File: config.mk
export PLATFORM = sky130hd
export DESIGN_NAME = debounce_bank
export DESIGN_NICKNAME = d
export VERILOG_FILES = /design/src/rtl/debounce_pkg.sv /design/src/rtl/debounce_channel.sv /design/src/rtl/debounce_bank.sv
export SDC_FILE = /design/constraint.sdc
export NUM_CORES = 1
export LEC_CHECK = 0
export BUFFER_PORTS_ARGS = -buffer_cell sky130_fd_sc_hd__buf_2
export CAP_MARGIN = 20
export CORE_MARGIN = 3
export CORE_UTILIZATION = 30
export DETAILED_ROUTE_END_ITERATION = 7
export SLEW_MARGIN = 20
export SYNTH_ARGS = -nofsm -noshare
export SYNTH_HDL_FRONTEND = slang
export SYNTH_HIERARCHICAL = 1
export SYNTH_SLANG_ARGS = --single-unit
File: constraint.sdc
create_clock -name clk -period 1.6 [get_ports clk]
set_input_delay 0.08 -clock clk [delete_from_list [all_inputs] [get_ports clk]]
set_output_delay 0.08 -clock clk [all_outputs]
set_load 0.03 [all_outputs]
File: src/rtl/debounce_pkg.sv
`timescale 1ns/100ps
// debounce_pkg: shared constants and helpers for the multi-channel debouncer.
package debounce_pkg;

  // Upper bound on the number of channels a single bank may carry.
  localparam int MAX_CHANNELS = 32;

  // Width of a stability counter able to hold 0..stable_ticks.
  function automatic int cnt_width(input int stable_ticks);
    return $clog2(stable_ticks + 1);
  endfunction

endpackage : debounce_pkg

File: src/rtl/debounce_channel.sv
`timescale 1ns/100ps
// debounce_channel: one input's two-flop synchroniser, stability counter,
// debounced level and registered rise/fall strobes.
module debounce_channel
  import debounce_pkg::*;
#(
  parameter int STABLE_TICKS = 8
) (
  input  logic clk,
  input  logic nReset,
  input  logic tick_i,
  input  logic raw_i,
  output logic out_o,
  output logic rise_o,
  output logic fall_o
);

  localparam int            CW   = cnt_width(STABLE_TICKS);
  localparam logic [CW-1:0] LAST = CW'(STABLE_TICKS - 1);

  logic          s1_q, s2_q;
  logic          out_q, out_d;
  logic          rise_q, rise_d;
  logic          fall_q, fall_d;
  logic [CW-1:0] cnt_q, cnt_d;

  // Next-state: a bounce back to the current level cancels progress at once;
  // otherwise progress only advances on a tick, and the last tick commits.
  always_comb begin
    out_d  = out_q;
    cnt_d  = cnt_q;
    rise_d = 1'b0;
    fall_d = 1'b0;
    if (s2_q == out_q) begin
      cnt_d = '0;
    end else if (!tick_i) begin
      cnt_d = cnt_q;
    end else if (cnt_q == LAST) begin
      out_d  = s2_q;
      cnt_d  = '0;
      rise_d = s2_q;
      fall_d = ~s2_q;
    end else begin
      cnt_d = cnt_q + CW'(1);
    end
  end

  // State registers: synchroniser, counter, debounced level and strobes.
  always_ff @(posedge clk or negedge nReset) begin
    if (!nReset) begin
      s1_q   <= 1'b0;
      s2_q   <= 1'b0;
      out_q  <= 1'b0;
      cnt_q  <= '0;
      rise_q <= 1'b0;
      fall_q <= 1'b0;
    end else begin
      s1_q   <= raw_i;
      s2_q   <= s1_q;
      out_q  <= out_d;
      cnt_q  <= cnt_d;
      rise_q <= rise_d;
      fall_q <= fall_d;
    end
  end

  assign out_o  = out_q;
  assign rise_o = rise_q;
  assign fall_o = fall_q;

endmodule : debounce_channel

File: src/rtl/debounce_bank.sv
`timescale 1ns/100ps
// debounce_bank: CHANNELS independent debouncers sharing one prescaler tick.
module debounce_bank
  import debounce_pkg::*;
#(
  parameter int CHANNELS     = 4,
  parameter int STABLE_TICKS = 8,
  parameter int TICK_DIV     = 1
) (
  input  logic                clk,
  input  logic                nReset,
  input  logic [CHANNELS-1:0] in,
  output logic [CHANNELS-1:0] out,
  output logic [CHANNELS-1:0] rise,
  output logic [CHANNELS-1:0] fall
);

  // Reject parameter sets the channel logic cannot represent.
  if (CHANNELS < 1 || CHANNELS > MAX_CHANNELS) begin : g_bad_channels
    $fatal(1, "debounce_bank: CHANNELS must be 1..32");
  end
  if (STABLE_TICKS < 1) begin : g_bad_stable
    $fatal(1, "debounce_bank: STABLE_TICKS must be >= 1");
  end
  if (TICK_DIV < 1) begin : g_bad_div
    $fatal(1, "debounce_bank: TICK_DIV must be >= 1");
  end

  logic tick_s;

  if (TICK_DIV == 1) begin : g_no_prescale
    // Every clock is a tick; no counter is needed.
    assign tick_s = 1'b1;
  end else begin : g_prescale
    localparam int            PW    = $clog2(TICK_DIV);
    localparam logic [PW-1:0] PLAST = PW'(TICK_DIV - 1);

    logic [PW-1:0] pcnt_q, pcnt_d;

    // Prescaler next-state: count 0..TICK_DIV-1 and wrap.
    always_comb begin
      if (pcnt_q == PLAST) begin
        pcnt_d = '0;
      end else begin
        pcnt_d = pcnt_q + PW'(1);
      end
    end

    // Prescaler register.
    always_ff @(posedge clk or negedge nReset) begin
      if (!nReset) begin
        pcnt_q <= '0;
      end else begin
        pcnt_q <= pcnt_d;
      end
    end

    assign tick_s = (pcnt_q == PLAST);
  end

  for (genvar i = 0; i < CHANNELS; i++) begin : g_ch
    debounce_channel #(
      .STABLE_TICKS(STABLE_TICKS)
    ) u_ch (
      .clk   (clk),
      .nReset(nReset),
      .tick_i(tick_s),
      .raw_i (in[i]),
      .out_o (out[i]),
      .rise_o(rise[i]),
      .fall_o(fall[i])
    );
  end

endmodule : debounce_bank

# --- Word-level counts from Yosys, hierarchy flattened ---
# Cells that the tools add are included.
# W data, S select, Z words.
totals:
  ff_bits: 36
  latch_bits: 0
  ramBits: 0
  mem_bits_ro: 0
  output_inout_bits: 12
  elab_cells: 72
  memories: 0
classes:
  add_sub_neg: 4
  n_mul: 0
  n_div: 0
  order_cmp: 0
  n_eq_ne: 8
  n_shift: 0
  muxes: 24
  bitwise: 8
  n_reduce_logical: 4
op_table:
  columns: ["cell", "n"]
  rows:
  - ["$mux W4", 8]
  - ["$add A4 B1 Y4 const B", 4]
  - ["$eq A4 B3 Y1 const B", 4]
  - ["$mux W1", 16]
  - ["$not A1 Y1", 8]
  - ["$reduce_and A2 Y1", 4]
  - ["$eq A1 B1 Y1", 4]

# --- Logic depth before layout (Yosys ltp) ---
# Gate-level depths: netlist of the first run.
depth:
  depth_word: 3
  ltp_mapped: 4
  mapped_depth_nobuf: 4

# --- Modules after synthesis ---
# The synthesis of the first run kept the hierarchy.
by_module_without_submodules:
  columns: ["mod", "instances", "cells_each", "area_per_inst_um2", "seq_area_each_um2"]
  rows:
  - ["debounce_channel", 4, 28, 362.8, 225.2]
  - ["debounce_bank", 1, 1, 3.8, 0.0]

# --- Worst setup path after synthesis of the first run ---
# OpenSTA, ideal clock, no wires.
synth_path:
  path_kind: "flip-flop to flip-flop"
  startpoint: "reg g_ch[0].u_ch.cnt_q[0]"
  endpoint: "reg g_ch[0].u_ch.out_q"
  arrival_ns: 1.079
  required_time_ns: 1.475
  setup_slack_ns: 0.396
  path_stages_with_launch: 4
  path_buffers: 0
  period_less_slack_ns: 1.204
  cell_sequence: "dfrtp_1 ha_1 nand4b_1 mux2_2"
synth_between:
  elab_chain_cells: 2
synth_lines:
  columns: ["element", "line_no", "rtl"]
  rows:
  - ["from (decl)", "debounce_channel.sv:25", "logic [CW-1:0] cnt_q, cnt_d;"]
  - ["from (signal assigned)", "debounce_channel.sv:61", "cnt_q <= cnt_d;"]
  - ["$eq A4 B3 Y1", "debounce_channel.sv:38", "end else if (cnt_q == LAST) begin"]
  - ["$reduce_and A2 Y1 (no line)", null, null]
  - ["to (signal assigned)", "debounce_channel.sv:60", "out_q <= out_d;"]
  - ["to (decl)", "debounce_channel.sv:22", "logic out_q, out_d;"]
# Every way passes these cells.
# A chain may end at the register's enable or synchronous reset.

# --- Worst setup path in the final report of the first run ---
layout_path:
  startpoint: "reg g_ch[3].u_ch.cnt_q[0]"
  endpoint: "reg g_ch[3].u_ch.out_q"
layout_between:
  elab_chain_cells: 2
layout_lines:
  columns: ["element", "line_no"]
  rows:
  - ["from (decl)", "debounce_channel.sv:25"]
  - ["from (signal assigned)", "debounce_channel.sv:61"]
  - ["$eq A4 B3 Y1", "debounce_channel.sv:38"]
  - ["$reduce_and A2 Y1 (no line)", null]
  - ["to (signal assigned)", "debounce_channel.sv:60"]
  - ["to (decl)", "debounce_channel.sv:22"]
# Every way passes these cells.

==> results of run 1 <==
-- cell families (layout without fill, tap and decap cells) --
| logic type | Yosys count | after routing | share of synthesized area, % |
|---|---|---|---|
| simple gates | 48 | 48 | 19.95 |
| xor+xnor | 8 | 8 | 4.815 |
| fa+ha+maj | 4 | 4 | 3.440 |
| buf+inv | 0 | 31 | 0 |
| mux | 8 | 8 | 5.847 |
| compound gates | 8 | 8 | 3.783 |
| flops | 36 | 36 | 61.91 |
| other cells | 1 | 24 | 0.2577 |
-- final cells by class --
type	instances	area, sq um
tap	52	65.06
clock inverter	2	10.01
fill	442	2663
multi-input combinational	100	640.6
sequential	36	900.9
clock buffer	6	82.58
timing repair buffer	23	142.6
-- metrics by stage --
| stage | setup slack (ns) | util [%] | power (mW) | hold WS, ns | area (sq um) |
|---|---|---|---|---|---|
| 2_1_floorplan | 0.3964 | - | 1.024 | -0.2156 | 1541 |
| 3_3_place_gp | 0.3657 | 37.72 | 1.058 | 0.1399 | 1699 |
| 3_5_place_dp | 0.3148 | 37.72 | 1.067 | 0.1501 | 1699 |
| 4_1_cts | 0.3029 | 40.89 | 1.733 | 0.3487 | 1842 |
| 5_1_grt | 0.2562 | 40.89 | 1.799 | 0.3624 | 1842 |
| 6_report | 0.3097 | 40.89 | 1.697 | 0.3491 | 1842 |
-- sequential cells by signal, summed over array words and instances (netlist names) --
| register | flops |
|---|---|
| g_ch.u_ch/rise_o | 4 |
| g_ch.u_ch/s1_q | 4 |
| g_ch.u_ch/s2_q | 4 |
| g_ch.u_ch/cnt_q | 16 |
| g_ch.u_ch/out_o | 4 |
| g_ch.u_ch/fall_o | 4 |
-- Yosys cell counts --
cell type  instances
a21oi_1            4
a21oi_2            4
conb_1             1
dfrtp_1           36
ha_1               4
mux2_2             4
mux2i_1            4
nand2_1            8
nand2b_1           4
nand3b_1           8
nand4_1            4
nand4b_1           4
nor2_1             8
nor3b_1            8
or3_1              4
xnor2_1            4
xor2_1             4
-- worst paths after layout --
kind,end,cells past startpoint,from,slack [ns]
setup / recovery,g_ch[3].u_ch/out_o,3,g_ch[3].u_ch/cnt_q[0],0.31
hold / removal,g_ch[3].u_ch/s2_q,0,g_ch[3].u_ch/s1_q,0.35
setup reg to reg,g_ch[3].u_ch/out_o,3,g_ch[3].u_ch/cnt_q[0],0.31
hold reg to reg,g_ch[3].u_ch/s2_q,0,g_ch[3].u_ch/s1_q,0.35
max in group asynchronous,g_ch[3].u_ch/cnt_q[1],3,nReset,0.92
min in group asynchronous,g_ch[0].u_ch/cnt_q[0],3,nReset,0.36
-- power by group through the flow --
stage / Sequential (mW) / Clock [mW] / Combinational (mW)
floorplan: 0.972 / 0 / 0.0524
finish: 0.959 / 0.641 / 0.0976
detailed placement: 0.976 / 0 / 0.0907
global route: 0.962 / 0.723 / 0.113
global placement: 0.973 / 0 / 0.0850
CTS: 0.959 / 0.674 / 0.0999
-- critical path: stages, from the launching register on --
cell and delay, ns:
dfrtp_1 0.41, ha_1 0.24, nand4b_1 0.17, mux2_2 0.35
-- layer usage --
metal / track usage [%] / part of all wire [%] / wire length [microns]
met1: 10.68 / 44 / 1072
met4: 5.243 / 2.0 / 49
met2: 15.44 / 47 / 1143
met3: 4.090 / 6.2 / 151
met5: 0 / 0 / 0
-- repair_timing --
item | in CTS | in global routing
setup endpoints to repair | 0 | 0
hold endpoints to repair | 40 | 0
hold buffers | 5 | 0
==> impl_metrics.csv, run 1 <==
group,metric,value,unit
pwr,p_comb_share,5.8,%
clocking,clk_latency,0.28,ns
die,die_area,5722,sq um
critical_path,worstSetupPathType,"reg2reg",
cells_and_area,nets,176,
logic_synthesis,synthesis.yosys.warnings,6,
global_route,grt_max_degree,37,
cells_and_area,final_cells,219,
critical_path,path_max_fanout,4,
clocking,cts-buffers-inserted,5,
logic_synthesis,syn_avg_cell_area,12.88,sq um
routing,vias_per_cell,4.443,
cells_and_area,drive_gt1_share,20.36,%
global_route,grt_pass1_vias,936,
routing,first_pass_iters,2,
global_route,grtUsageTotal,9.580,%
logic_synthesis,synthCells,113,
sta,rsz0062_at_grt,"false",
outcome,status,"completed",
pwr,p_sw_share,22.06,%
pwr,p_int,1.323,mW
routing,drcViolationCount,0,
pwr,p_leak,0.8897,nW
clocking,h-tree-depth,2,
place,dpl.hpwl,1724,microns
logic_synthesis,synthDistinctLibCells,17,
critical_path,arrival,1.46,ns
place,port-buffer-count,17,
clocking,clockBufferDepth,2,
die,fp.dieW,75.65,microns
sta,min_period_over_period,80.64,%
die,design.core.area,4504,sq um
clocking,cts_sinks,36,
logic_synthesis,syn_area,1455,sq um
global_route,antenna_found_initial,0,
critical_path,required,1.77,ns
pwr,clockPowerShare,37.8,%
cells_and_area,final_cell_mix,"36 x dfrtp_1, 24 x conb_1, 17 x buf_2",
min_path,hold_class,"reg2reg",
logic_synthesis,synth_top_area_share,61.91,%
clocking,cts_tree,"done",
cells_and_area,antenna_cells,0,
logic_synthesis,ys_seq_area_share,61.91,%
logic_synthesis,synth-seq-cells,36,
sta,fmax,0.7750,GHz
critical_path,endpoint_kind,"flip-flop",
pwr,ir_worst_vdd,0.4647,mV
routing,vias,973,
logic_synthesis,synth.largest_area_cell,"dfrtp_1",
pwr,p_switching,0.3745,mW
clocking,post_cts_buffers,0,
place,gp_congestion,0.8015,
sta,finalHoldViolCount,0,
clocking,cts_root_buffer,"clkbuf_8",
die,die_h,75.65,microns
routing,wl,2417,microns
sta,fin_skew,0.004915,ns
die,io_pins,18,
die,initial_core_util,32.31,%
run,cap_violations,0,
cells_and_area,layout_commonest_cell,"dfrtp_1",
sta,fin_setup_tns,0,ns
global_route,grt_pass1_wl,3988,microns
pwr,cellPowerDensity,921.6,nW/um^2
logic_synthesis,ys_top_cells_by_area,"dfrtp_1 62%, nand3b_1 4.1%, nor3b_1 4.1%",
clocking,cts_resized,0,
pwr,seqPwrFrac,56.5,%
clocking,clkTransAtPathRegs,0.07,ns
cells_and_area,syn2layout_area_growth,26.57,%
sta,slew_viol_final,0,
die,rows,24,
routing,drt_iter0_markers,69,
global_route,grt.overflow.total,0,
sta,period_needed,1.290,ns
routing,wl_per_cell,11.04,microns
sta,finalSetupViolCount,0,
place,dpl.cell_count,206,
critical_path,worstSetupStartpointType,"flip-flop",
routing,ant_nets,0,
No activity file was read; power rests on OpenSTA's default activity.
==> run 2: changes to the inputs <==
--- a/config.mk
+++ b/config.mk
@@ -5,6 +5,7 @@
 export SDC_FILE = /design/constraint.sdc
 export NUM_CORES = 1
 export LEC_CHECK = 0
+export ABC_AREA = 1
 export BUFFER_PORTS_ARGS = -buffer_cell sky130_fd_sc_hd__buf_2
 export CAP_MARGIN = 20
 export CORE_MARGIN = 3
==> constraint.sdc (replaced) <==
create_clock -name clk -period 1.15 [get_ports clk]
set_input_delay 0.0575 -clock clk [delete_from_list [all_inputs] [get_ports clk]]
set_output_delay 0.0575 -clock clk [all_outputs]
set_load 0.03 [all_outputs]
==> impl_metrics.csv, run 2 <==
group,metric,value,unit
place,port-buffer-count,17,
logic_synthesis,syn_area,1590,sq um
global_route,grtUsageTotal,10.75,%
global_route,met3_usage,4.649,%
global_route,met2_usage,15.96,%
logic_synthesis,syn_avg_cell_area,8.414,sq um
global_route,top_usage_layer,"met2",
pwr,p_total,2.499,mW
routing,wl,2934,microns
critical_path,worstSetupPathType,"reg2reg",
clocking,cts_tree,"done",
routing,drcViolationCount,0,
cells_and_area,nets,268,
cells_and_area,antenna_cells,0,
cells_and_area,drive_gt1_share,22.39,%
die,design.core.area,4911,sq um
logic_synthesis,synth-seq-cells,36,
routing,wl_per_cell,9.000,microns
clocking,clockBufferDepth,2,
sta,period_needed,1.090,ns
clocking,cts_sinks,36,
clocking,clk_latency,0.29,ns
cells_and_area,stdcell_area,2160,sq um
critical_path,endpoint_kind,"flip-flop",
routing,first_pass_iters,4,
global_route,grt_util_met1,13.34,%
pwr,cellPowerDensity,1157,nW/um^2
critical_path,critPathSlowestCell,"dfrtp_1",
sta,fin_skew,0.006057,ns
cells_and_area,fin_util,43.97,%
die,die_area,6210,sq um
logic_synthesis,netlist_top_cells_count,"72 x nand2_1, 36 x dfrtp_1, 16 x inv_1, 16 x nand3_1, 12 x nor2_1",
die,die_h,78.81,microns
logic_synthesis,async_flop_share,100.0,%
place,dpl.hpwl,2079,microns
cells_and_area,syn2layout_area_growth,35.80,%
critical_path,worstSetupStartpointType,"flip-flop",
routing,vias,1303,
sta,min_period_over_period,94.82,%
logic_synthesis,synth_top_area_share,56.65,%
pwr,p_leak,1.216,nW
critical_path,crit_path_end,"g_ch[2].u_ch/cnt_q[0]",
outcome,status,"completed",
logic_synthesis,synth.largest_area_cell,"dfrtp_1",
routing,drt_iter0_markers,64,
critical_path,rr_endpoint,"g_ch[2].u_ch/cnt_q[0]",
sta,fmax,0.9171,GHz
logic_synthesis,synthFlopType,"dfrtp_1",
sta,holdWs,0.2151,ns
place,gp_congestion,0.7793,
cells_and_area,largest_reg_flops,16,
cells_and_area,fillers,507,
logic_synthesis,ys_top_cells_by_area,"dfrtp_1 57%, nand2_1 17%, nand3_1 5.0%",
cells_and_area,regMostFlops,"g_ch.u_ch/cnt_q",
routing,ant_nets,0,
cells_and_area,final_cell_mix,"71 x nand2_1, 36 x dfrtp_1, 28 x conb_1",
clocking,h-tree-depth,2,
run,cap_violations,0,
critical_path,path_max_fanout,3,
global_route,grt_pass1_wl,5140,microns
die,fp.dieW,78.81,microns
sta,slew_viol_final,0,
clocking,cts_root_buffer,"clkbuf_8",
sta,finalSetupViolCount,0,
logic_synthesis,synth_edf_count,0,
critical_path,r2r_cells,6,
routing,vias_per_cell,3.997,
global_route,grt.overflow.total,0,
critical_path,regToRegStartpoint,"g_ch[2].u_ch/cnt_q[0]",
logic_synthesis,synthDistinctLibCells,14,
pwr,ir_worst_vdd,0.6521,mV
critical_path,path_delay_family,"simple AND/OR/NAND/NOR gates",
die,initial_core_util,32.38,%
die,io_pins,18,
cells_and_area,layout_commonest_cell,"nand2_1",
global_route,grt_max_degree,22,
sta,finalHoldViolCount,0,
global_route,antenna_found_initial,0,
critical_path,r2r_slack,0.06,ns
clocking,cts-buffers-inserted,5,
logic_synthesis,synthCells,189,
global_route,grt_pass1_vias,1225,
logic_synthesis,synthesis.yosys.warnings,6,
critical_path,max_stage_delay,0.39,ns
critical_path,crit_chain,"ha_1 > nand2_1 > nor2_4 > nor2_1 > nand2_1 > nand2_1",
critical_path,required,1.38,ns
die,rows,25,
critical_path,cp.depth,6,
critical_path,arrival,1.32,ns
place,dpl_cell_area,1956,sq um
min_path,hold_class,"in2async",
critical_path,startpoint,"g_ch[2].u_ch/cnt_q[0]",
clocking,clkTransAtPathRegs,0.08,ns
critical_path,path_buf_inv,0,
sta,rsz0062_at_grt,"true",
logic_synthesis,ys_seq_area_share,56.65,%
critical_path,crit_top_cell,"nand2_1",
logic_synthesis,yosysMostFrequentCell,"nand2_1",
run 2: routing by layer:
layer	vias to the layer above	share of wire, %
li1	710	-
met1	566	50
met2	21	43
met3	6	4.7
met4	0	1.8
met5	-	0
run 2: how the worst min path moves through the flow:
stage | startpoint | endpoint | slack (ns) | cells past startpoint
after floorplan | nReset | g_ch[0].u_ch/cnt_q[0] | -0.24 | 0
after global placement | nReset | g_ch[0].u_ch/fall_o | 0.001 | 1
after detailed placement | nReset | g_ch[0].u_ch/fall_o | 0.003 | 1
after CTS | nReset | g_ch[3].u_ch/rise_o | 0.22 | 2
after global routing | nReset | g_ch[3].u_ch/rise_o | 0.24 | 2
final | nReset | g_ch[3].u_ch/rise_o | 0.22 | 2
run 2: through the flow:
step           cells   TNS, ns  worst slack, ns
6_report         326         0          0.05959
5_1_grt          326   -0.1526         -0.04886
4_1_cts          324         0         0.006140
3_5_place_dp     311  -0.03208         -0.03208
3_3_place_gp     311         0          0.02479
2_1_floorplan    216         0          0.07988
run 2: cell type report:
| cell class | count | area [sq um] | share of cell area (%) |
|---|---|---|---|
| sequential | 36 | 900.9 | 41.71 |
| multi-input combinational | 160 | 760.7 | 35.23 |
| timing repair buffer | 35 | 245.2 | 11.36 |
| clock buffer | 7 | 86.33 | 3.998 |
| tap | 67 | 83.83 | 3.882 |
| inverter | 20 | 75.07 | 3.476 |
| clock inverter | 1 | 7.507 | 0.3476 |
run 2: cells by family after synthesis:
logic type,after synthesis,share of synthesized area [%]
AND/OR/NAND/NOR,124,33.99
flip-flops,36,56.65
buffers and inverters,20,4.721
AO/OA/AOI/OAI,4,1.259
adder cells (fa/ha/maj),4,3.147
other,1,0.2358
run 2: timing repair:
action                                  CTS  global route
endpoints found under the hold margin    20             0
resized for setup                         1            11
hold buffers                              5             0
pin swaps                                 0             2
endpoints found under the setup margin    2            16
buffers inserted                          0             2
run 2: power breakdown:
group / internal [mW] / total, mW / switching (mW)
clock network: 0.487 / 0.950 / 0.464
logic: 0.0955 / 0.216 / 0.120
registers: 1.30 / 1.33 / 0.0285
